--- src/rtl/reg_display_scan_pkg.sv ---
// Shared display constants: active-low segment encodings, digit count and
// the all-dark anode pattern for the multiplexed seven-segment scanner.
package reg_display_scan_pkg;

    localparam int unsigned NUM_DIGITS = 4;

    localparam logic [3:0] ANODE_OFF = 4'b1111;

    // Segment order {g,f,e,d,c,b,a}, low = lit
    localparam logic [6:0] SEG_0   = 7'h40;
    localparam logic [6:0] SEG_1   = 7'h79;
    localparam logic [6:0] SEG_2   = 7'h24;
    localparam logic [6:0] SEG_3   = 7'h30;
    localparam logic [6:0] SEG_4   = 7'h19;
    localparam logic [6:0] SEG_5   = 7'h12;
    localparam logic [6:0] SEG_6   = 7'h02;
    localparam logic [6:0] SEG_7   = 7'h78;
    localparam logic [6:0] SEG_8   = 7'h00;
    localparam logic [6:0] SEG_9   = 7'h10;
    localparam logic [6:0] SEG_A   = 7'h08;
    localparam logic [6:0] SEG_B   = 7'h03;
    localparam logic [6:0] SEG_C   = 7'h46;
    localparam logic [6:0] SEG_D   = 7'h21;
    localparam logic [6:0] SEG_E   = 7'h06;
    localparam logic [6:0] SEG_F   = 7'h0E;
    localparam logic [6:0] SEG_OFF = 7'h7F;

endpackage

--- src/rtl/reg_display_scan_hex_to_7seg.sv ---
// Combinational hex nibble to active-low seven-segment pattern.
module hex_to_7seg
    import reg_display_scan_pkg::*;
(
    input  logic [3:0] hex,
    output logic [6:0] seg
);

    always_comb begin
        seg = SEG_OFF;
        case (hex)
            4'h0: seg = SEG_0;
            4'h1: seg = SEG_1;
            4'h2: seg = SEG_2;
            4'h3: seg = SEG_3;
            4'h4: seg = SEG_4;
            4'h5: seg = SEG_5;
            4'h6: seg = SEG_6;
            4'h7: seg = SEG_7;
            4'h8: seg = SEG_8;
            4'h9: seg = SEG_9;
            4'hA: seg = SEG_A;
            4'hB: seg = SEG_B;
            4'hC: seg = SEG_C;
            4'hD: seg = SEG_D;
            4'hE: seg = SEG_E;
            default: seg = SEG_F;
        endcase
    end

endmodule

--- src/rtl/reg_display_scan.sv ---
// Four-digit multiplexed hex display of datapath registers R3..R0, with
// per-scan snapshot, refresh prescaler, per-slot blanking and freeze.
module reg_display_scan
    import reg_display_scan_pkg::*;
#(
    parameter int unsigned REFRESH_DIV = 7352,
    parameter int unsigned BLANK       = 64
) (
    input  logic       clk,
    input  logic       rst,
    input  logic [3:0] R3,
    input  logic [3:0] R2,
    input  logic [3:0] R1,
    input  logic [3:0] R0,
    input  logic       hold,
    output logic [3:0] AN,
    output logic [6:0] SEG,
    output logic       DP
);

    localparam int unsigned CNT_W = (REFRESH_DIV > 1) ? $clog2(REFRESH_DIV) : 1;
    localparam logic [CNT_W-1:0] CNT_MAX = CNT_W'(REFRESH_DIV - 1);

    logic [CNT_W-1:0] div_cnt_q, div_cnt_d;
    logic [1:0]       digit_q, digit_d;
    logic [3:0][3:0]  shadow_q, shadow_d;
    logic             wrap_c;
    logic             load_c;
    logic [3:0]       digit_val_c;

    assign wrap_c = (div_cnt_q == CNT_MAX);
    assign load_c = wrap_c && (digit_q == 2'd3) && !hold;

    // Slot prescaler and digit index
    always_comb begin
        div_cnt_d = div_cnt_q + CNT_W'(1);
        digit_d   = digit_q;
        if (wrap_c) begin
            div_cnt_d = '0;
            digit_d   = digit_q + 2'd1;
        end
    end

    always_ff @(posedge clk or posedge rst) begin
        if (rst) begin
            div_cnt_q <= '0;
            digit_q   <= 2'd0;
        end else begin
            div_cnt_q <= div_cnt_d;
            digit_q   <= digit_d;
        end
    end

    // Snapshot only at the end of digit 3's slot so a scan is never torn
    always_comb begin
        shadow_d = shadow_q;
        if (load_c) begin
            shadow_d = {R3, R2, R1, R0};
        end
    end

    always_ff @(posedge clk or posedge rst) begin
        if (rst) begin
            shadow_q <= '0;
        end else begin
            shadow_q <= shadow_d;
        end
    end

    assign digit_val_c = shadow_q[digit_q];

    hex_to_7seg u_hex_to_7seg (
        .hex (digit_val_c),
        .seg (SEG)
    );

    // Outputs decode registered state only; anodes dark during blanking
    always_comb begin
        AN = ANODE_OFF;
        if (32'(div_cnt_q) >= BLANK) begin
            AN = ~(4'b0001 << digit_q);
        end
    end

    assign DP = 1'b1;

endmodule

--- config.mk ---
export PLATFORM = sky130hd
export DESIGN_NAME = reg_display_scan
export DESIGN_NICKNAME = d
export VERILOG_FILES = /design/src/rtl/reg_display_scan_pkg.sv /design/src/rtl/reg_display_scan_hex_to_7seg.sv /design/src/rtl/reg_display_scan.sv
export SDC_FILE = /design/constraint.sdc
export NUM_CORES = 1
export LEC_CHECK = 0
export CORE_MARGIN = 3
export CORE_UTILIZATION = 52
export DETAILED_ROUTE_END_ITERATION = 7
export GPL_ROUTABILITY_DRIVEN = 0
export PLACE_DENSITY = 0.9
export RECOVER_POWER = 100
export SETUP_SLACK_MARGIN = 0.5
export SLEW_MARGIN = 20
export SYNTH_ARGS = -nofsm -noshare
export SYNTH_HDL_FRONTEND = slang
export SYNTH_SLANG_ARGS = --single-unit
--- constraint.sdc ---
create_clock -name clk -period 2.81 [get_ports clk]
set_input_delay 0.562 -clock clk [delete_from_list [all_inputs] [get_ports clk]]
set_output_delay 0.562 -clock clk [all_outputs]
set_load 0.005 [all_outputs]
==> metrics.cfg, run 1 <==
[run_status]
status=finished with violations
violations=capacitance limit, slew limit

[synth]
syn_avg_cell_area_sq_um=12.0
synthFlopType=dfrtp_1
yosysUniqueCellTypes=35
synthTopCellsByArea=dfrtp_1, ha_1, mux2_4
synth_sequential_area_ratio=0.437
synth_top_area_frac=0.437
syn_area_sq_um=1780
ys_seq_elements=31
synth-edff-count=0
synth_warnings=0
async_reset_ff_frac=1.00
yosys.area.top_type=dfrtp_1
syn_nets=179
netlist_instances=148

[sta]
period_needed_ps=2800
worst_pin_slew_ps=1670
rsz0062_at_grt=true
fin_skew_ps=11.8
maxSlewHeadroom=-0.110
final-hold-violation-count=0
finalSetupViolations=0
slew_viol_final=32
fin_crit_sh=0.996
hold-worst-slack_ps=515
max_freq_mhz=357

[floorplanning]
die_w_microns=64.4
ios=31
rows=20
initial_core_util=0.563
dieArea_sq_um=4150
die_h_microns=64.4
core-area_sq_um=3150

[grt]
overflow=0
grt_pass1_wl_microns=7910
grt_max_degree=32
grt_antenna_before_repair=0
grt_util_all_layers=0.255
grt_pass1_vias=1446

[worst_setup_path]
rrSetupSlack_ps=370
worstSetupStartpointType=register
path_max_fanout=4
cp_cell_sequence=mux4_2 > clkbuf_2 > ha_4 > nand2_4 > o21a_1 > o21ai_1 > buf_2
crit_slowest_cell=mux4_2
critPathMaxStageDelay_ps=600
endpoint_kind=output port
cp.required_ps=2250
crit_arrival_ps=2240
worstSetupPathType=reg -> out

[finish]
drive_gt1_frac=0.345
antenna_cells=0
final_nets=233
fillers=202
layout.area.seq_sq_um=777
final_util=0.771
multi_input_area_sq_um=1050
areaGrowthSynthToFinish_pct=37.0

[power]
ir_worst_vdd_v=0.000249
p_leak_nw=1.14
powerDensity_nw_per_um2=355
p_total_uw=863

[clock_tree]
htreeDepth=2
clkLatencyLatePin_ps=340
cts_tree=done
clockBufferDepth=2
numCtsBuffers=5
clock-sinks=31
path_clk_slew_ps=100
cts_hold_buf=0
ctsRootBufferMaster=clkbuf_4

[routing]
wl_per_cell_microns=22.8
wirelength_microns=5620
drc=0
vias_per_cell=5.91
via_count=1459
postRouteAntennaNets=0
dr.first_iter.drc_count=131
drtPass1Iterations=4

[placement]
io_buffer_count=29
dpl.hpwl_microns=2740

[worst_hold_path]
hold_path_class=reg -> reg

[run]
maxCapViolCount=1

-- logic make-up after synthesis --
family	synth area share
other	0.00211
AND/OR/NAND/NOR	0.149
XOR/XNOR	0.0493
buffers and inverters	0.0352
adder cells (fa/ha/maj)	0.0846
AO/OA/AOI/OAI	0.0451
multiplexers	0.197
flip-flops	0.437
-- cells in the mapped netlist, drive strengths merged (2+ instances only) --
cell type / instances
dfrtp: 31
mux2: 18
ha: 12
nand2: 12
inv: 8
nor2: 8
nand3: 6
xnor2: 5
xor2: 5
buf: 4
mux4: 4
nand2b: 4
o21ai: 4
nor2b: 3
o21a: 3
and3: 2
and4: 2
mux2i: 2
nand4: 2
nor4: 2
-- sequential cells by signal, indices dropped and copies added (netlist names) --
name,flops
div_cnt_q,13
shadow_q,16
digit_q,2
-- placed cells by master, fill, tap and decap left out, types with 2 or more instances in the layout --
cell              n
clkdlybuf4s50_1  17
and3_1            2
nand2b_1          3
nand4_1           2
mux2_1            9
xnor2_1           5
nor2b_1           2
o21ai_1           2
inv_4             2
mux2i_1           2
buf_6             4
xor2_1            5
nand2_1          10
o21a_1            3
clkbuf_1          4
clkbuf_4          5
dlygate4sd2_1     4
ha_4              6
mux4_2            5
mux2_4            2
dfrtp_1          30
buf_2             7
buf_4            12
ha_1              5
nand3_1           5
mux2_2            7
inv_1             4
inv_2             2
nor2_1            7
and4_1            2
-- metal layers --
metal  up-vias  wire (microns)  track usage
met1       725            2210        0.316
met4         0             261       0.0633
met5         -               0            0
li1        622               -            -
met3        25             362       0.0572
met2        87            2790        0.450
-- cell type report --
class | instances | share of cell area
inverters | 8 | 0.0144
well taps | 44 | 0.0226
clock inverters | 2 | 0.0144
flip-flops and latches | 31 | 0.319
multi-input cells | 105 | 0.433
repair buffers | 51 | 0.175
clock buffers | 6 | 0.0211
-- through the flow --
stage	cells	setup WS (ps)	instance area, sq um	setup TNS (ps)
floorplan	148	509	1780	0
global placement	220	118	2120	0
detailed placement	220	-23.8	2120	-23.8
CTS	245	111	2440	0
global route	247	-29.4	2430	-33.6
finish	247	10.8	2430	0
-- repair_timing --
action | in CTS | in global routing
pin swaps | 6 | 6
gates resized for setup | 65 | 12
cloned | 1 | 0
endpoints found under the setup margin | 11 | 8
setup buffers | 16 | 2
-- critical path, delay by kind of cell, from the launching register on --
| kind | cells | cell delay, ps |
|---|---|---|
| muxes | 1 | 600 |
| DFF | 1 | 430 |
| buffers and inverters | 2 | 360 |
| AOI/OAI and AO/OA | 2 | 230 |
| adders and majority gates | 1 | 200 |
| and+or+nand+nor | 1 | 80 |
-- final timing paths --
check | startpoint | cells after the start | to
hold / removal | shadow_q[15]$_DFFE_PP0P_ | 1 | shadow_q[15]$_DFFE_PP0P_
hold reg to reg | shadow_q[15]$_DFFE_PP0P_ | 1 | shadow_q[15]$_DFFE_PP0P_
setup / recovery | digit_q[0]$_DFFE_PP0N_ | 7 | SEG[6]
min in group asynchronous | rst | 3 | shadow_q[10]$_DFFE_PP0P_
max in group asynchronous | rst | 3 | digit_q[0]$_DFFE_PP0N_
setup reg to reg | div_cnt_q[0]$_DFF_PP0_ | 5 | shadow_q[0]$_DFFE_PP0P_
-- power breakdown --
| group | switching (mW) | internal (mW) |
|---|---|---|
| Combinational | 0.0148 | 0.0225 |
| Clock | 0.170 | 0.210 |
| Sequential | 0 | 0.446 |
Note: power is estimated with default switching activity, not from simulation.
==> inputs of run 2 (changes only) <==
--- a/config.mk
+++ b/config.mk
@@ -9,6 +9,7 @@
 export CORE_UTILIZATION = 52
 export DETAILED_ROUTE_END_ITERATION = 7
 export GPL_ROUTABILITY_DRIVEN = 0
+export GPL_TIMING_DRIVEN = 0
 export PLACE_DENSITY = 0.9
 export RECOVER_POWER = 100
 export SETUP_SLACK_MARGIN = 0.5
==> run 2 against run 1 <==
Critical path depth increased by 1; clock-buffer cell count rose by 2; via count up 1.0%; non-clock buffer count fell by 1; setup slack worse by 110 ps; maximum frequency down 3.8%; critical endpoint is now SEG[4]; largest power group unchanged; clock power shrank 21%; clock skew increased by 2.4 ps; first-iteration DRC count is 28% higher; utilization shrank 1.2 points; the run ends with setup timing left; die area unchanged.
==> metrics.cfg, run 2 (synthesis results as in run 1) <==
[finish]
final_cell_mix=dfrtp_1, clkdlybuf4s50_1, nand2_1
areaGrowthSynthToFinish_pct=34.9
largest_reg_flops=16  ; unchanged
top_register=shadow_q
stdcell_area_sq_um=2390  ; -1.5%
final_nets=231  ; -0.86%
reg_top3=shadow_q: 16 flops, div_cnt_q: 13 flops, digit_q: 2 flops
final_common_cell=dfrtp_1
drive_gt1_frac=0.338  ; -0.00652
antenna_cells=0  ; unchanged

[grt]
grt_pass1_wl_microns=8540  ; +7.9%
grt_max_degree=32  ; unchanged
grt_util_all_layers=0.277  ; +0.0218
overflow=0  ; unchanged
grt_pass1_vias=1527  ; +5.6%
grt_antenna_before_repair=0  ; unchanged

[sta]
final-hold-violation-count=0  ; unchanged
rsz0062_at_grt=true
maxSlewHeadroom=0.205  ; +0.315
hold-worst-slack_ps=520  ; +4.81 ps
max_freq_mhz=344  ; -3.8%
worst_pin_slew_ps=1190  ; -474 ps
fin_crit_sh=1.04  ; +0.0396
layout_setup_ws_ps=-101  ; -111 ps
slew_viol_final=0  ; -100%
period_needed_ps=2910  ; +111 ps
fin_skew_ps=14.1  ; +2.36 ps
finalSetupViolations=7  ; +7

[clock_tree]
htreeDepth=2  ; unchanged
clock-sinks=31  ; unchanged
numCtsBuffers=5  ; unchanged
clockBufferDepth=2  ; unchanged
cts_hold_buf=0  ; unchanged
clkLatencyLatePin_ps=330  ; about the same
ctsRootBufferMaster=clkbuf_4
path_clk_slew_ps=100  ; about the same
cts_tree=done

[worst_setup_path]
rrSetupSlack_ps=180  ; -190 ps
cp.required_ps=2250  ; about the same
r2r_end=shadow_q[10]$_DFFE_PP0P_
worstRegToRegCells=6  ; +1
path_max_fanout=5  ; +1
worstSetupStartpointType=register
endpoint_kind=output port
worstSetupPathType=reg -> out
crit_arrival_ps=2350  ; +110 ps
r2r-start=div_cnt_q[0]$_DFF_PP0_

[worst_hold_path]
min_from=shadow_q[4]$_DFFE_PP0P_
whs_path_depth=1  ; unchanged
hold_path_class=reg -> reg
min_to=shadow_q[4]$_DFFE_PP0P_

[floorplanning]
dieArea_sq_um=4150  ; unchanged
initial_core_util=0.563  ; unchanged
rows=20  ; unchanged
die_w_microns=64.4  ; unchanged
die_h_microns=64.4  ; unchanged
ios=31  ; unchanged
core-area_sq_um=3150  ; unchanged

[routing]
wirelength_microns=5780  ; +2.9%
drtPass1Iterations=4  ; unchanged
dr.first_iter.drc_count=168  ; +28%
via_count=1474  ; +1.0%
postRouteAntennaNets=0  ; unchanged
wl_per_cell_microns=23.6  ; +3.7%
vias_per_cell=6.02  ; +1.9%
drc=0  ; unchanged

[power]
ir_worst_vdd_v=0.000223  ; -11%
p_total_uw=783  ; -9.3%
powerDensity_nw_per_um2=327  ; -7.8%
p_leak_nw=1.16  ; +2.3%

[placement]
dpl.hpwl_microns=2930  ; +6.8%
place_area_sq_um=2120  ; +0.12%
io_buffer_count=29  ; unchanged
post-place-ws_ps=-262  ; -238 ps

[run_status]
violations=setup timing
status=finished with violations

[run]
maxCapViolCount=0  ; -1

## run 2: changes by cell type in the layout (fill, tap and decap cells not counted), moves of 2 or more
cell and change:
mux2_1 -3, buf_2 -3, buf_6 +3, ha_1 +2
clkbuf_2 +3, buf_4 -3, ha_4 -3, mux2_4 +3
## run 2: report_power, final
| part | leakage (nW) | internal [mW] | switching (mW) |
|---|---|---|---|
| sequential | 0.419 | 0.446 | 0 |
| combinational | 0.706 | 0.0233 | 0.0140 |
| clock | 0.0386 | 0.147 | 0.153 |
| total | 1.16 | 0.616 | 0.167 |
## run 2: critical path, cell delays in order, from the launching register on
cell and delay (ps):
dfrtp_1 390, buf_6 140, mux4_2 560, buf_6 160
buf_6 110, ha_4 150, mux2_4 260, o21ai_2 100
buf_2 120
## run 2: per-stage QoR
stage	setup TNS, ps	utilization	instances
floorplan	0	-	148
global placement	-250	0.673	221
detailed placement	-631	0.673	221
CTS	-69.5	0.768	243
global route	-768	0.760	245
finish	-297	0.760	245
## run 2: area by class of cell
type	count	area, sq um
sequential	31	776
inverter	8	32.5
multi-input combinational	104	1020
buffer	5	42.5
clock buffer	8	68.8
tap	44	55.1
timing repair buffer	45	402
fill	188	758
## run 2: what timing repair did
item | 4_1_cts | 5_1_grt
pin swaps | 8 | 2
resized for setup | 58 | 13
setup buffers | 14 | 2
endpoints found under the setup margin | 11 | 8
## run 2: worst max path at each step
stage,startpoint,depth (start not counted),endpoint
final,digit_q[0]$_DFFE_PP0N_,8,SEG[4]
after global routing,digit_q[0]$_DFFE_PP0N_,8,SEG[4]
after CTS,digit_q[0]$_DFFE_PP0N_,8,SEG[4]
after detailed placement,digit_q[0]$_DFFE_PP0N_,7,SEG[0]
after global placement,digit_q[0]$_DFFE_PP0N_,7,SEG[0]
after floorplan,digit_q[0]$_DFFE_PP0N_,6,SEG[0]
## run 2: metal layers
| layer | share of wire | vias up | global-route usage | wire length [microns] |
|---|---|---|---|---|
| li1 | - | 615 | - | - |
| met1 | 0.37 | 741 | 0.328 | 2160 |
| met3 | 0.073 | 24 | 0.0641 | 421 |
| met5 | 0 | - | 0 | 0 |
| met4 | 0.049 | 0 | 0.0765 | 282 |
| met2 | 0.50 | 94 | 0.500 | 2920 |
